--- config.mk ---
export PLATFORM = sky130hd
export DESIGN_NAME = uart_tx_cfg
export DESIGN_NICKNAME = d
export VERILOG_FILES = /design/src/rtl/uart_tx_cfg.sv
export SDC_FILE = /design/constraint.sdc
export NUM_CORES = 1
export LEC_CHECK = 0
export BUFFER_PORTS_ARGS = -buffer_cell sky130_fd_sc_hd__clkbuf_2
export CAP_MARGIN = 5
export CORE_UTILIZATION = 56
export DETAILED_ROUTE_END_ITERATION = 8
export GPL_TIMING_DRIVEN = 0
export PLACE_DENSITY = 0.83
export SLEW_MARGIN = 5
export SYNTH_ARGS = -nofsm -noshare
export SYNTH_HDL_FRONTEND = slang
export SYNTH_SLANG_ARGS = --single-unit
--- constraint.sdc ---
create_clock -name Clock -period 2.5 [get_ports Clock]
set_clock_uncertainty 0.05 [all_clocks]
set_input_delay 0.5 -clock Clock [delete_from_list [all_inputs] [get_ports Clock]]
set_output_delay 0.5 -clock Clock [all_outputs]
set_load 0.02 [all_outputs]
--- src/rtl/uart_tx_cfg.sv ---
// Parametrised UART transmitter: DATA_BITS payload sent LSB first, run-time parity and stop-bit
// selection latched per frame, bit timing from an external baud tick with OVERSAMPLE ticks per bit.
module uart_tx_cfg #(
  parameter int DATA_BITS  = 8,
  parameter int OVERSAMPLE = 16,
  parameter int TICK_CNT_W = 6
) (
  input  logic                 Clock,
  input  logic                 ResetN,
  input  logic                 Tick,
  input  logic                 TxStart,
  input  logic [DATA_BITS-1:0] DataIn,
  input  logic [1:0]           ParityMode,
  input  logic                 TwoStop,
  output logic                 Tx,
  output logic                 TxReady,
  output logic                 TxBusy,
  output logic                 TxDone
);

  localparam int BIT_CNT_W = 4;
  localparam logic [TICK_CNT_W-1:0] TICK_LAST = TICK_CNT_W'(OVERSAMPLE - 1);
  localparam logic [BIT_CNT_W-1:0]  BIT_LAST  = BIT_CNT_W'(DATA_BITS - 1);

  typedef enum logic [2:0] {
    S_IDLE   = 3'd0,
    S_START  = 3'd1,
    S_DATA   = 3'd2,
    S_PARITY = 3'd3,
    S_STOP   = 3'd4
  } state_t;

  state_t                 state, state_next;
  logic [TICK_CNT_W-1:0]  tick_cnt, tick_next;
  logic [BIT_CNT_W-1:0]   bit_cnt, bit_next;
  logic [DATA_BITS-1:0]   shreg, shreg_next;
  logic                   par_bit, par_bit_next;
  logic                   par_en, par_en_next;
  logic                   two_stop, two_stop_next;
  logic                   tx_q, tx_next;
  logic                   done_q, done_next;
  logic                   bit_end;

  // NOTE: every variable gets a default at the top of the block so no path leaves it unassigned
  // and no latch is inferred.
  always_comb begin
    state_next    = state;
    tick_next     = tick_cnt;
    bit_next      = bit_cnt;
    shreg_next    = shreg;
    par_bit_next  = par_bit;
    par_en_next   = par_en;
    two_stop_next = two_stop;
    done_next     = 1'b0;
    bit_end       = Tick && (tick_cnt == TICK_LAST);

    if (state != S_IDLE && Tick) begin
      tick_next = bit_end ? '0 : tick_cnt + 1'b1;
    end

    case (state)
      S_IDLE: begin
        if (TxStart) begin
          shreg_next    = DataIn;
          par_bit_next  = (ParityMode == 2'b10) ? ~(^DataIn) : ^DataIn;
          par_en_next   = (ParityMode == 2'b01) || (ParityMode == 2'b10);
          two_stop_next = TwoStop;
          tick_next     = '0;
          bit_next      = '0;
          state_next    = S_START;
        end
      end
      S_START: begin
        if (bit_end) state_next = S_DATA;
      end
      S_DATA: begin
        if (bit_end) begin
          shreg_next = shreg >> 1;
          if (bit_cnt == BIT_LAST) begin
            bit_next   = '0;
            state_next = par_en ? S_PARITY : S_STOP;
          end else begin
            bit_next = bit_cnt + 1'b1;
          end
        end
      end
      S_PARITY: begin
        if (bit_end) state_next = S_STOP;
      end
      S_STOP: begin
        // bit_cnt is reused to count the optional second stop bit
        if (bit_end) begin
          if (two_stop && bit_cnt == '0) begin
            bit_next = 1;
          end else begin
            bit_next   = '0;
            state_next = S_IDLE;
            done_next  = 1'b1;
          end
        end
      end
      default: begin
        state_next = S_IDLE;
        tick_next  = '0;
        bit_next   = '0;
      end
    endcase

    // The line is registered, so it is driven from the bit about to become current.
    case (state_next)
      S_START:  tx_next = 1'b0;
      S_DATA:   tx_next = shreg_next[0];
      S_PARITY: tx_next = par_bit_next;
      default:  tx_next = 1'b1;
    endcase
  end

  // NOTE: sequential state uses non-blocking assignments so every register samples pre-edge values.
  always_ff @(posedge Clock) begin
    if (!ResetN) begin
      state    <= S_IDLE;
      tick_cnt <= '0;
      bit_cnt  <= '0;
      shreg    <= '0;
      par_bit  <= 1'b0;
      par_en   <= 1'b0;
      two_stop <= 1'b0;
      tx_q     <= 1'b1;
      done_q   <= 1'b0;
    end else begin
      state    <= state_next;
      tick_cnt <= tick_next;
      bit_cnt  <= bit_next;
      shreg    <= shreg_next;
      par_bit  <= par_bit_next;
      par_en   <= par_en_next;
      two_stop <= two_stop_next;
      tx_q     <= tx_next;
      done_q   <= done_next;
    end
  end

  assign Tx      = tx_q;
  assign TxDone  = done_q;
  assign TxReady = (state == S_IDLE);
  assign TxBusy  = ~TxReady;

endmodule

Yosys cells after proc, flatten, opt, wreduce, memory -nomap -nowiden
Index checks and enable logic that the tools add are counted.
{ "word_totals": {"register_bits": 26, "input_bits": 15, "word_cells": 71} }
{ "op_classes": {"addsub": 2, "n_eq_ne": 14, "mux": 27, "n_bitwise": 3, "reduce_logical": 15} }
{ "ops": {"columns": ["operator", "count"], "rows": [
  ["3-bit 2-to-1 mux", 8],
  ["6-bit 2-to-1 mux", 3],
  ["4-bit 2-to-1 mux", 4],
  ["8-bit 2-to-1 mux", 2],
  ["4-bit one-hot mux with 4 select lines", 1],
  ["8-bit one-hot mux with 2 select lines", 1],
  ["3-bit one-hot mux with 5 select lines", 1],
  ["3-bit by 2-bit equality test with 1-bit output (second input constant)", 4],
  ["6-bit one-hot mux with 2 select lines", 1],
  ["8-bit XOR reduction", 1],
  ["6-bit by 1-bit adder with 6-bit output (second input constant)", 1],
  ["3-bit by 1-bit equality test with 1-bit output (second input constant)", 2],
  ["6-bit by 4-bit equality test with 1-bit output (second input constant)", 1],
  ["2-bit != test (second input constant)", 3],
  ["3-bit AND reduction", 2],
  ["1-bit 2-to-1 mux", 5],
  ["4-bit by 1-bit adder with 4-bit output (second input constant)", 1],
  ["4-bit by 3-bit equality test with 1-bit output (second input constant)", 1],
  ["4-bit zero test", 1],
  ["4-bit AND reduction", 1],
  ["4-bit OR reduction", 1],
  ["3-bit equality test (second input constant)", 1],
  ["1-bit logical AND", 3],
  ["3-bit zero test", 1],
  ["9 further kinds", 11]
]} }

Longest topological paths before layout
Gate-level depths: netlist of run 1.
{ "depth": {"depth_word": 7, "ltp_mapped": 7, "depth_no_buf": 7} }

Worst setup path after synthesis of run 1
No wires, ideal clock.
{ "synth_path": {"path_kind": "input to register", "startpoint": "in ParityMode[0]", "endpoint": "reg tx_q, in the netlist Tx", "arrival_ns": 1.810, "path_slack_ns": 0.503, "cell_stages": 7, "path_buffers": 0, "path_cell_list": "inv_1 -> ha_1 -> xnor2_1 -> xnor3_1 -> xnor2_1 -> a2111oi_0 -> a211oi_1"} }
{ "synth_between": {"elab_chain_cells": 5} }
{ "synth_lines": {"columns": ["element", "line_no", "rtl"], "rows": [
  ["from (decl)", "13", "input logic [1:0] ParityMode,"],
  ["2-bit equality test", "65", "par_bit_next = (ParityMode == 2'b10) ? ~(^DataIn) : ^DataIn;"],
  ["1-bit 2-to-1 mux", "65", null],
  ["1-bit 2-to-1 mux", "63", "if (TxStart) begin"],
  ["1-bit 2-to-1 mux", "61", "case (state)"],
  ["1-bit one-hot mux with 3 select lines", "110", "case (state_next)"],
  ["to (signal assigned)", "138", "tx_q <= tx_next;"],
  ["to (decl)", "40", "logic tx_q, tx_next;"]
]} }
Every way passes these cells.
A chain may end at the register's enable or synchronous reset.

Worst setup path after layout of run 1
{ "layout_path": {"startpoint": "reg state[0]", "endpoint": "out TxReady"} }
{ "layout_between": {"elab_chain_cells": 1} }
{ "layout_lines": {"columns": ["element", "line_no", "rtl"], "rows": [
  ["from (decl)", "33", "state_t state, state_next;"],
  ["from (signal assigned)", "131", "state <= state_next;"],
  ["3-bit zero test", "145", "assign TxReady = (state == S_IDLE);"],
  ["to (decl)", "16", "output logic TxReady,"]
]} }
Every way passes these cells.

==> impl_metrics.tcl, run 1 <==
set metrics [dict create \
    num_vias 1355 \
    period_share_pct 88.4 \
    grt_pass1_wl_um 5360 \
    synth_area_leader_cell "dfxtp_1" \
    grt_pass1_vias 1222 \
    rsz0062_at_grt "false" \
    synthArstFlopShare_pct 0 \
    clock-root-buffer "clkbuf_4" \
    dieArea_um2 2780 \
    slew_headroom_pct 68.2 \
    nets 208 \
    outcome "complete, no violations" \
    synth.most_common_cell "dfxtp_1" \
    place_congestion 0.887 \
    drt-initial-drc-count 76 \
    num_rows 18 \
    syn-cell-area_um2 1440 \
    drive_gt1_share_pct 15.4 \
    drc 0 \
    critPathLaunchType "flop" \
    drt_pre_antenna_iters 5 \
    leakagePower_nw 0.619 \
    hold_depth 3 \
    antenna_found_initial 0 \
    cts_tree "built" \
    post_drt_wl_per_cell_um 15.0 \
    final-max-slew-violation-count 0 \
    rr_endpoint "Tx$_SDFF_PN1_" \
    die_width_um 52.7 \
    syn_to_final_growth_pct 12.5 \
    power_frac_comb_pct 15.4 \
    yosysWarnings 0 \
    placed_cells 214 \
    synth_ff_type "dfxtp_1" \
    totalWireLength_um 3260 \
    synth_nets 185 \
    place.port_buffers 18 \
    cts_setup_buffers 0 \
    viasPerCell 6.22 \
    power.internal_mw 0.655 \
    coreArea_um2 2450 \
    syn-instance-count 166 \
    synth_edf_count 0 \
    drv_cap 0 \
    power.share.clock_pct 33.8 \
    fin_crit_ns 2.21 \
    required_ns 1.95 \
    ant_nets 0 \
    timing.fmax_ghz 0.453 \
    antenna_cells 0 \
    finalHoldViolCount 0 \
    synth_top_area_share_pct 36.1 \
    netlist_top_cells_count "dfxtp_1 (26), nor2_1 (18), nand2_1 (11)" \
    cts.clk_slew.worst_paths_ns 0.14 \
    worstHoldPathType "in2reg" \
    grt.overflow.total 0 \
    synth.avg_cell_area_um2 8.68 \
    ys_types 50 \
    cts.hold.buffers_added 0 \
    grt_max_degree 16 \
    htreeDepth 1 \
    irDropWorstVdd_mv 0.412 \
    start_util_pct 58.7 \
    clockBufferDepth 2 \
    cp_max_fo 10 \
    dp_hpwl_um 2490 \
    whs_ns 0.330 \
    switching_share_pct 24.6 \
    r2r_slack_ns 0.46 \
    track_usage_pct 26.3 \
    clk-insertion-delay-late_ns 0.33 \
    hold_start "TwoStop" \
    cts-resized-gates 0 \
    numCtsBuffers 3 \
    cp-end-kind "output port" \
    pwr-share-seq_pct 50.9 \
    clkSinkCount 26 \
    synth_area_leaders "dfxtp_1 (36%), xnor2_1 (4.9%), nor2_1 (4.7%)" \
    netSwitchingPower_mw 0.214 \
    ios 19 \
    ys_seq_area_share_pct 36.1 \
    fp.dieH_um 52.7 \
    reg2reg_depth 6 \
    crit_arrival_ns 1.66 \
    ys_ff_latch 26 \
    worstMarginPinSlew_ns 0.476 \
    path_class "reg2out" \
    reg2reg_from "bit_cnt[0]$_SDFFE_PN0P_" \
    stdcell_count 218 \
    fin_tns_setup_ns 0 \
    hold_path_end "two_stop$_SDFFE_PN0P_" \
    p_per_area_nw_per_um2 536 \
    finalSetupViolCount 0 \
]
logic make-up after synthesis:
family	synth area share (%)
and+or+nand+nor	26.5
AOI/OAI and AO/OA	22.0
DFF	36.1
buffers and inverters	3.56
xor gates and xnor gates	7.64
adders and majority gates	3.47
muxes	0.694
power by group through the flow:
stage | Combinational, mW | Clock [mW] | Sequential, mW
final | 0.134 | 0.293 | 0.442
after global routing | 0.147 | 0.314 | 0.445
after CTS | 0.133 | 0.298 | 0.442
after detailed placement | 0.132 | 0 | 0.451
after global placement | 0.128 | 0 | 0.451
after floorplan | 0.0905 | 0 | 0.451
sequential cells by signal, summed over array words and instances (netlist names):
| signal | count |
|---|---|
| Tx | 1 |
| state | 3 |
| par_en | 1 |
| bit_cnt | 4 |
| tick_cnt | 6 |
| shreg | 8 |
| two_stop | 1 |
| TxDone | 1 |
| par_bit | 1 |
worst max-delay path by stage:
| stage | startpoint | to | slack (ns) | depth (start not counted) |
|---|---|---|---|---|
| finish | state[0]$_SDFF_PN0_ | TxReady | 0.29 | 4 |
| global placement | ParityMode[0] | Tx$_SDFF_PN1_ | 0.34 | 8 |
| floorplan | ParityMode[0] | Tx$_SDFF_PN1_ | 0.50 | 7 |
| global route | state[0]$_SDFF_PN0_ | TxReady | 0.21 | 4 |
| CTS | state[0]$_SDFF_PN0_ | TxReady | 0.30 | 4 |
| detailed placement | ParityMode[0] | Tx$_SDFF_PN1_ | 0.30 | 8 |
routing by layer:
| layer | vias up | part of all wire (%) | GRT usage, % |
|---|---|---|---|
| li1 | 662 | - | - |
| met1 | 632 | 46 | 36.0 |
| met2 | 54 | 46 | 40.3 |
| met3 | 7 | 6.1 | 3.77 |
| met4 | 0 | 1.9 | 11.8 |
| met5 | - | 0 | 0 |
through the flow:
stage                     power [mW]  util, %  worst slack [ns]  cell area (um2)
after floorplan                0.541        -             0.503             1440
after CTS                      0.873     66.1             0.301             1620
after global routing           0.905     66.1             0.215             1620
final                          0.869     66.1             0.291             1620
after detailed placement       0.583     63.9             0.296             1570
after global placement         0.578     63.9             0.337             1570
layout by cell type, fill, tap and decap left out, drive strengths merged, types with 2 or more instances in the layout:
| master | instances |
|---|---|
| dfxtp | 26 |
| inv | 6 |
| nand3 | 8 |
| o21ai | 10 |
| a222oi | 6 |
| nor4bb | 2 |
| o211ai | 3 |
| o31ai | 2 |
| nor4b | 2 |
| nor2b | 10 |
| nor2 | 18 |
| and3 | 2 |
| ha | 4 |
| a22oi | 2 |
| nor3b | 2 |
| buf | 2 |
| nand2 | 11 |
| clkbuf | 26 |
| a21boi | 6 |
| xnor2 | 8 |
| nor3 | 2 |
| xor2 | 2 |
| a21oi | 4 |
final cells by class:
class / count / area, um2
timing repair buffer: 18 / 90.1
inverter: 6 / 22.5
sequential: 26 / 520
fill: 214 / 833
buffer: 7 / 28.8
multi-input combinational: 127 / 870
tap: 30 / 37.5
clock buffer: 3 / 22.5
clock inverter: 1 / 30.0
critical path, cell delays in order (launching register included):
cell and delay (ns):
dfxtp_1 0.38, clkbuf_1 0.25, or3_1 0.46, inv_2 0.08, clkbuf_2 0.16
Power figures use the tool's default switching activity.
==> run 2, diff against run 1 <==
Settings changed: PLACE_DENSITY 0.83 to unset, PLACE_DENSITY_LB_ADDON set to 0.15.
==> run 2 against run 1 <==
Critical path depth is the same. First-iteration DRC count shrank 33%. Largest cell class unchanged. Die area is the same. Sequential power is essentially flat. Setup slack gained 0.015 ns. Largest power group unchanged.
==> impl_metrics.tcl, run 2 (synthesis results as in run 1) <==
set metrics [dict create \
    outcome "complete, no violations" \
    ios 19 \
    numCtsBuffers 3 \
    dieArea_um2 2780 \
    clkSinkCount 26 \
    critical_path.cell_chain "clkbuf_1, or3_1, inv_2, clkbuf_2" \
    rr_endpoint "Tx$_SDFF_PN1_" \
    final_common_cell "dfxtp_1" \
    clk-insertion-delay-late_ns 0.31 \
    track_usage_pct 26.0 \
    slew_headroom_pct 65.1 \
    final_area_um2 1590 \
    stdcell_count 217 \
    regMostFlops "shreg" \
    hold_path_end "two_stop$_SDFFE_PN0P_" \
    area.sequential_um2 520 \
    irDropWorstVdd_mv 0.465 \
    coreArea_um2 2450 \
    clockBufferDepth 2 \
    die_width_um 52.7 \
    timing.fmax_ghz 0.456 \
    worstHoldPathType "in2reg" \
    viasPerCell 6.15 \
    hold_depth 3 \
    nets 208 \
    reg2reg_from "bit_cnt[0]$_SDFFE_PN0P_" \
    placed_cells 214 \
    crit_arrival_ns 1.64 \
    final-max-slew-violation-count 0 \
    drt-initial-drc-count 51 \
    antenna_found_initial 0 \
    hold_start "TwoStop" \
    post_drt_wl_per_cell_um 15.0 \
    drt_pre_antenna_iters 4 \
    place_congestion 0.866 \
    critPathLaunchType "flop" \
    path_class "reg2out" \
    cts_setup_buffers 0 \
    ant_nets 0 \
    htreeDepth 1 \
    rsz0062_at_grt "false" \
    cts.hold.buffers_added 0 \
    cp-end-kind "output port" \
    grt.overflow.total 0 \
    cts-resized-gates 0 \
    cts_tree "built" \
    reg_top3 "shreg (8), tick_cnt (6), bit_cnt (4)" \
    p_per_area_nw_per_um2 469 \
    syn_to_final_growth_pct 10.4 \
    drive_gt1_share_pct 15.0 \
    totalWireLength_um 3250 \
    cts.clk_slew.worst_paths_ns 0.13 \
    clock-root-buffer "clkbuf_4" \
    start_util_pct 58.7 \
    reg2reg_depth 6 \
    num_vias 1335 \
    num_rows 18 \
    finalHoldViolCount 0 \
    grt_pass1_wl_um 5240 \
    fin_tns_setup_ns 0 \
    antenna_cells 0 \
    nFillCells 222 \
    mostFrequentLayoutCells "dfxtp_1 (26), nor2_1 (18), clkbuf_2 (18)" \
    finalSetupViolCount 0 \
    r2r_slack_ns 0.42 \
    multiInputGateArea_um2 870 \
    slowest_delay_ns 0.47 \
    grt_max_degree 14 \
    worstMarginPinSlew_ns 0.524 \
    place.port_buffers 18 \
    drv_cap 0 \
    period_share_pct 87.8 \
    place_area_um2 1570 \
    grt_pass1_vias 1207 \
    leakagePower_nw 0.604 \
    required_ns 1.95 \
    cp_max_fo 10 \
    utilization_pct 64.8 \
    drc 0 \
    crit_slowest_cell "or3_1" \
    whs_ns 0.365 \
    dp_hpwl_um 2420 \
    largest_register_ffs 8 \
    fp.dieH_um 52.7 \
    fin_crit_ns 2.19 \
]
## run 2: cell count changes in the layout (fill, tap and decap cells not counted)
cell / delta
bufinv_16: -1
## run 2: routing by layer
| layer | routed length (um) | track usage (%) |
|---|---|---|
| met2 | 1530 | 42.0 |
| met4 | 68 | 12.3 |
| met5 | 0 | 0 |
| met1 | 1470 | 33.6 |
| met3 | 175 | 3.48 |
## run 2: area by class of cell
cell class	count	area share, %
Multi-Input combinational cell	127	54.6
Sequential cell	26	32.7
Timing Repair Buffer	18	5.66
Tap cell	30	2.36
Buffer	7	1.81
Clock buffer	3	1.42
Inverter	6	1.42
## run 2: worst max path at each step
stage	startpoint	end	slack, ns
CTS	state[0]$_SDFF_PN0_	TxReady	0.33
floorplan	ParityMode[0]	Tx$_SDFF_PN1_	0.50
finish	state[0]$_SDFF_PN0_	TxReady	0.31
global placement	ParityMode[0]	Tx$_SDFF_PN1_	0.32
detailed placement	ParityMode[0]	Tx$_SDFF_PN1_	0.29
global route	bit_cnt[0]$_SDFFE_PN0P_	Tx$_SDFF_PN1_	0.23
## run 2: critical path, delay by kind of cell, from the launching register on
family,cells,cell delay (ns)
buffers and inverters,3,0.51
and+or+nand+nor,1,0.47
DFF,1,0.36
## run 2: through the flow
step	setup slack (ns)	power (mW)
global route	0.227	0.784
detailed placement	0.285	0.581
finish	0.306	0.747
floorplan	0.503	0.541
global placement	0.321	0.578
CTS	0.332	0.755
## run 2: report_power, final
part,internal [mW],total (mW),switching [mW]
Combinational,0.0615,0.132,0.0704
Sequential,0.431,0.442,0.0104
Clock,0.0564,0.173,0.117
==> run 3, diff against run 2 <==
Settings changed: CORE_UTILIZATION 56 to 51.
Clock period 2.5 ns to 1.9 ns, I/O delays scaled along.
==> run 3 against run 2 <==
Clock power up 67%. Count of clock-buffer cells in the layout is 1 higher. Final area up 6.1%. Critical path depth unchanged. First-iteration DRC count increased by 51%. Largest power group unchanged. Non-clock buffer count grew 1. Sequential share of layout area is 1.6 points lower. Final cell count up 0.92%. Routed wire length grew 7.3%. Global-route usage down 1.4 points. Die area up 9.4%. Largest cell class unchanged. Core utilization grew 0.91 points.
==> impl_metrics.tcl, run 3 (synthesis results as in run 1) <==
set metrics [dict create \
    crit_slowest_cell "or3_4" \
    outcome "complete, no violations" \
    wl_met2_um 1610 \
    dr_wl_met3_um 294 \
    htreeDepth 1 \
    syn_to_final_growth_pct 17.1 \
    power.share.clock_pct 27.3 \
    coreArea_um2 2570 \
    place_congestion 0.880 \
    worstMarginPinSlew_ns 0.520 \
    num_vias 1367 \
    nFillCells 222 \
    final_common_cell "dfxtp_1" \
    drt_pre_antenna_iters 5 \
    cp_max_fo 10 \
    reg_top3 "shreg (8), tick_cnt (6), bit_cnt (4)" \
    drc 0 \
    timing.fmax_ghz 0.537 \
    switching_share_pct 26.9 \
    drv_cap 0 \
    pwr-share-seq_pct 54.9 \
    area.sequential_um2 524 \
    cts.clk_slew.worst_paths_ns 0.14 \
    critPathLaunchType "flop" \
    power_frac_comb_pct 17.8 \
    totalWireLength_um 3490 \
    largest_register_ffs 8 \
    finalSetupViolCount 0 \
    p_per_area_nw_per_um2 628 \
    required_ns 1.47 \
    fp.dieH_um 55.2 \
    drt-initial-drc-count 77 \
    crit_arrival_ns 1.43 \
    num_rows 18 \
    viasPerCell 6.24 \
    cp-end-kind "output port" \
    clk-insertion-delay-late_ns 0.33 \
    met1_length_um 1520 \
    path_class "reg2out" \
    power.internal_mw 0.775 \
    clockBufferDepth 2 \
    numCtsBuffers 3 \
    final-max-slew-violation-count 0 \
    leakagePower_nw 0.622 \
    grt_pass1_vias 1180 \
    critical_path.cell_chain "clkbuf_8, or3_4, inv_2, buf_4" \
    cts_tree "built" \
    antenna_cells 0 \
    final_area_um2 1690 \
    clock-root-buffer "clkbuf_4" \
    nets 209 \
    cts.hold.buffers_added 0 \
    ios 19 \
    utilization_pct 65.7 \
    period_share_pct 98.0 \
    multiInputGateArea_um2 928 \
    die_width_um 55.2 \
    fin_crit_ns 1.86 \
    slew_headroom_pct 65.2 \
    dp_hpwl_um 2570 \
    worstHoldPathType "in2reg" \
    dieArea_um2 3040 \
    post_drt_wl_per_cell_um 15.9 \
    ant_nets 0 \
    place_area_um2 1570 \
    irDropWorstVdd_mv 0.532 \
    grt.overflow.total 0 \
    track_usage_pct 24.6 \
    regMostFlops "shreg" \
    place.port_buffers 18 \
    finalHoldViolCount 0 \
    grt_pass1_wl_um 5310 \
    maxUsedRoutingLayer "met4" \
    slowest_delay_ns 0.39 \
    drive_gt1_share_pct 23.8 \
    start_util_pct 56.1 \
    mostFrequentLayoutCells "dfxtp_1 (23), nor2_1 (17), clkbuf_2 (17)" \
    grt_max_degree 15 \
    netSwitchingPower_mw 0.285 \
    antenna_found_initial 0 \
    clkSinkCount 26 \
]
run 3: critical path: cells and delay by family (launching register included):
kind                   cells  cell delay, ns
buffers and inverters      3            0.36
flip-flops                 1            0.35
AND/OR/NAND/NOR            1            0.39
run 3: cell type report:
class / instances / share of cell area, %
timing repair buffer: 19 / 5.93
inverter: 6 / 1.33
multi-input combinational: 127 / 55.0
sequential: 26 / 31.1
tap: 30 / 2.22
clock buffer: 4 / 2.15
buffer: 7 / 2.30
run 3: power by group through the flow:
stage	logic (mW)	clock network, mW	registers, mW
final	0.189	0.289	0.582
after global routing	0.205	0.310	0.585
after CTS	0.184	0.292	0.581
after detailed placement	0.174	0	0.593
after global placement	0.169	0	0.592
after floorplan	0.119	0	0.593
run 3: repair_timing:
item,CTS,global route
setup buffers,1,0
setup endpoints to repair,8,17
resized for setup,10,13
pin swaps,0,3
run 3: layer usage:
layer	vias up	track usage, %
met5	-	0
met4	0	7.08
met3	8	5.19
met2	53	39.0
met1	640	33.3
li1	666	-
run 3: through the flow:
| step | TNS, ns | worst slack [ns] | instances | power, mW | hold slack (ns) |
|---|---|---|---|---|---|
| after detailed placement | -0.244 | -0.157 | 214 | 0.767 | 0.401 |
| after floorplan | 0 | 0.0235 | 166 | 0.712 | 0.376 |
| after global routing | -0.00525 | -0.00525 | 219 | 1.10 | 0.196 |
| final | 0 | 0.0389 | 219 | 1.06 | 0.196 |
| after global placement | -0.132 | -0.132 | 214 | 0.762 | 0.388 |
| after CTS | 0 | 0.00846 | 219 | 1.06 | 0.199 |
run 3: final timing paths:
kind / start / to / slack (ns) / cells past startpoint
worst min-delay path: TwoStop / two_stop$_SDFFE_PN0P_ / 0.20 / 3
worst min register to register: two_stop$_SDFFE_PN0P_ / two_stop$_SDFFE_PN0P_ / 0.41 / 2
worst max register to register: state[0]$_SDFF_PN0_ / shreg[4]$_SDFFE_PN0P_ / 0.07 / 5
worst max-delay path: state[0]$_SDFF_PN0_ / TxReady / 0.04 / 4
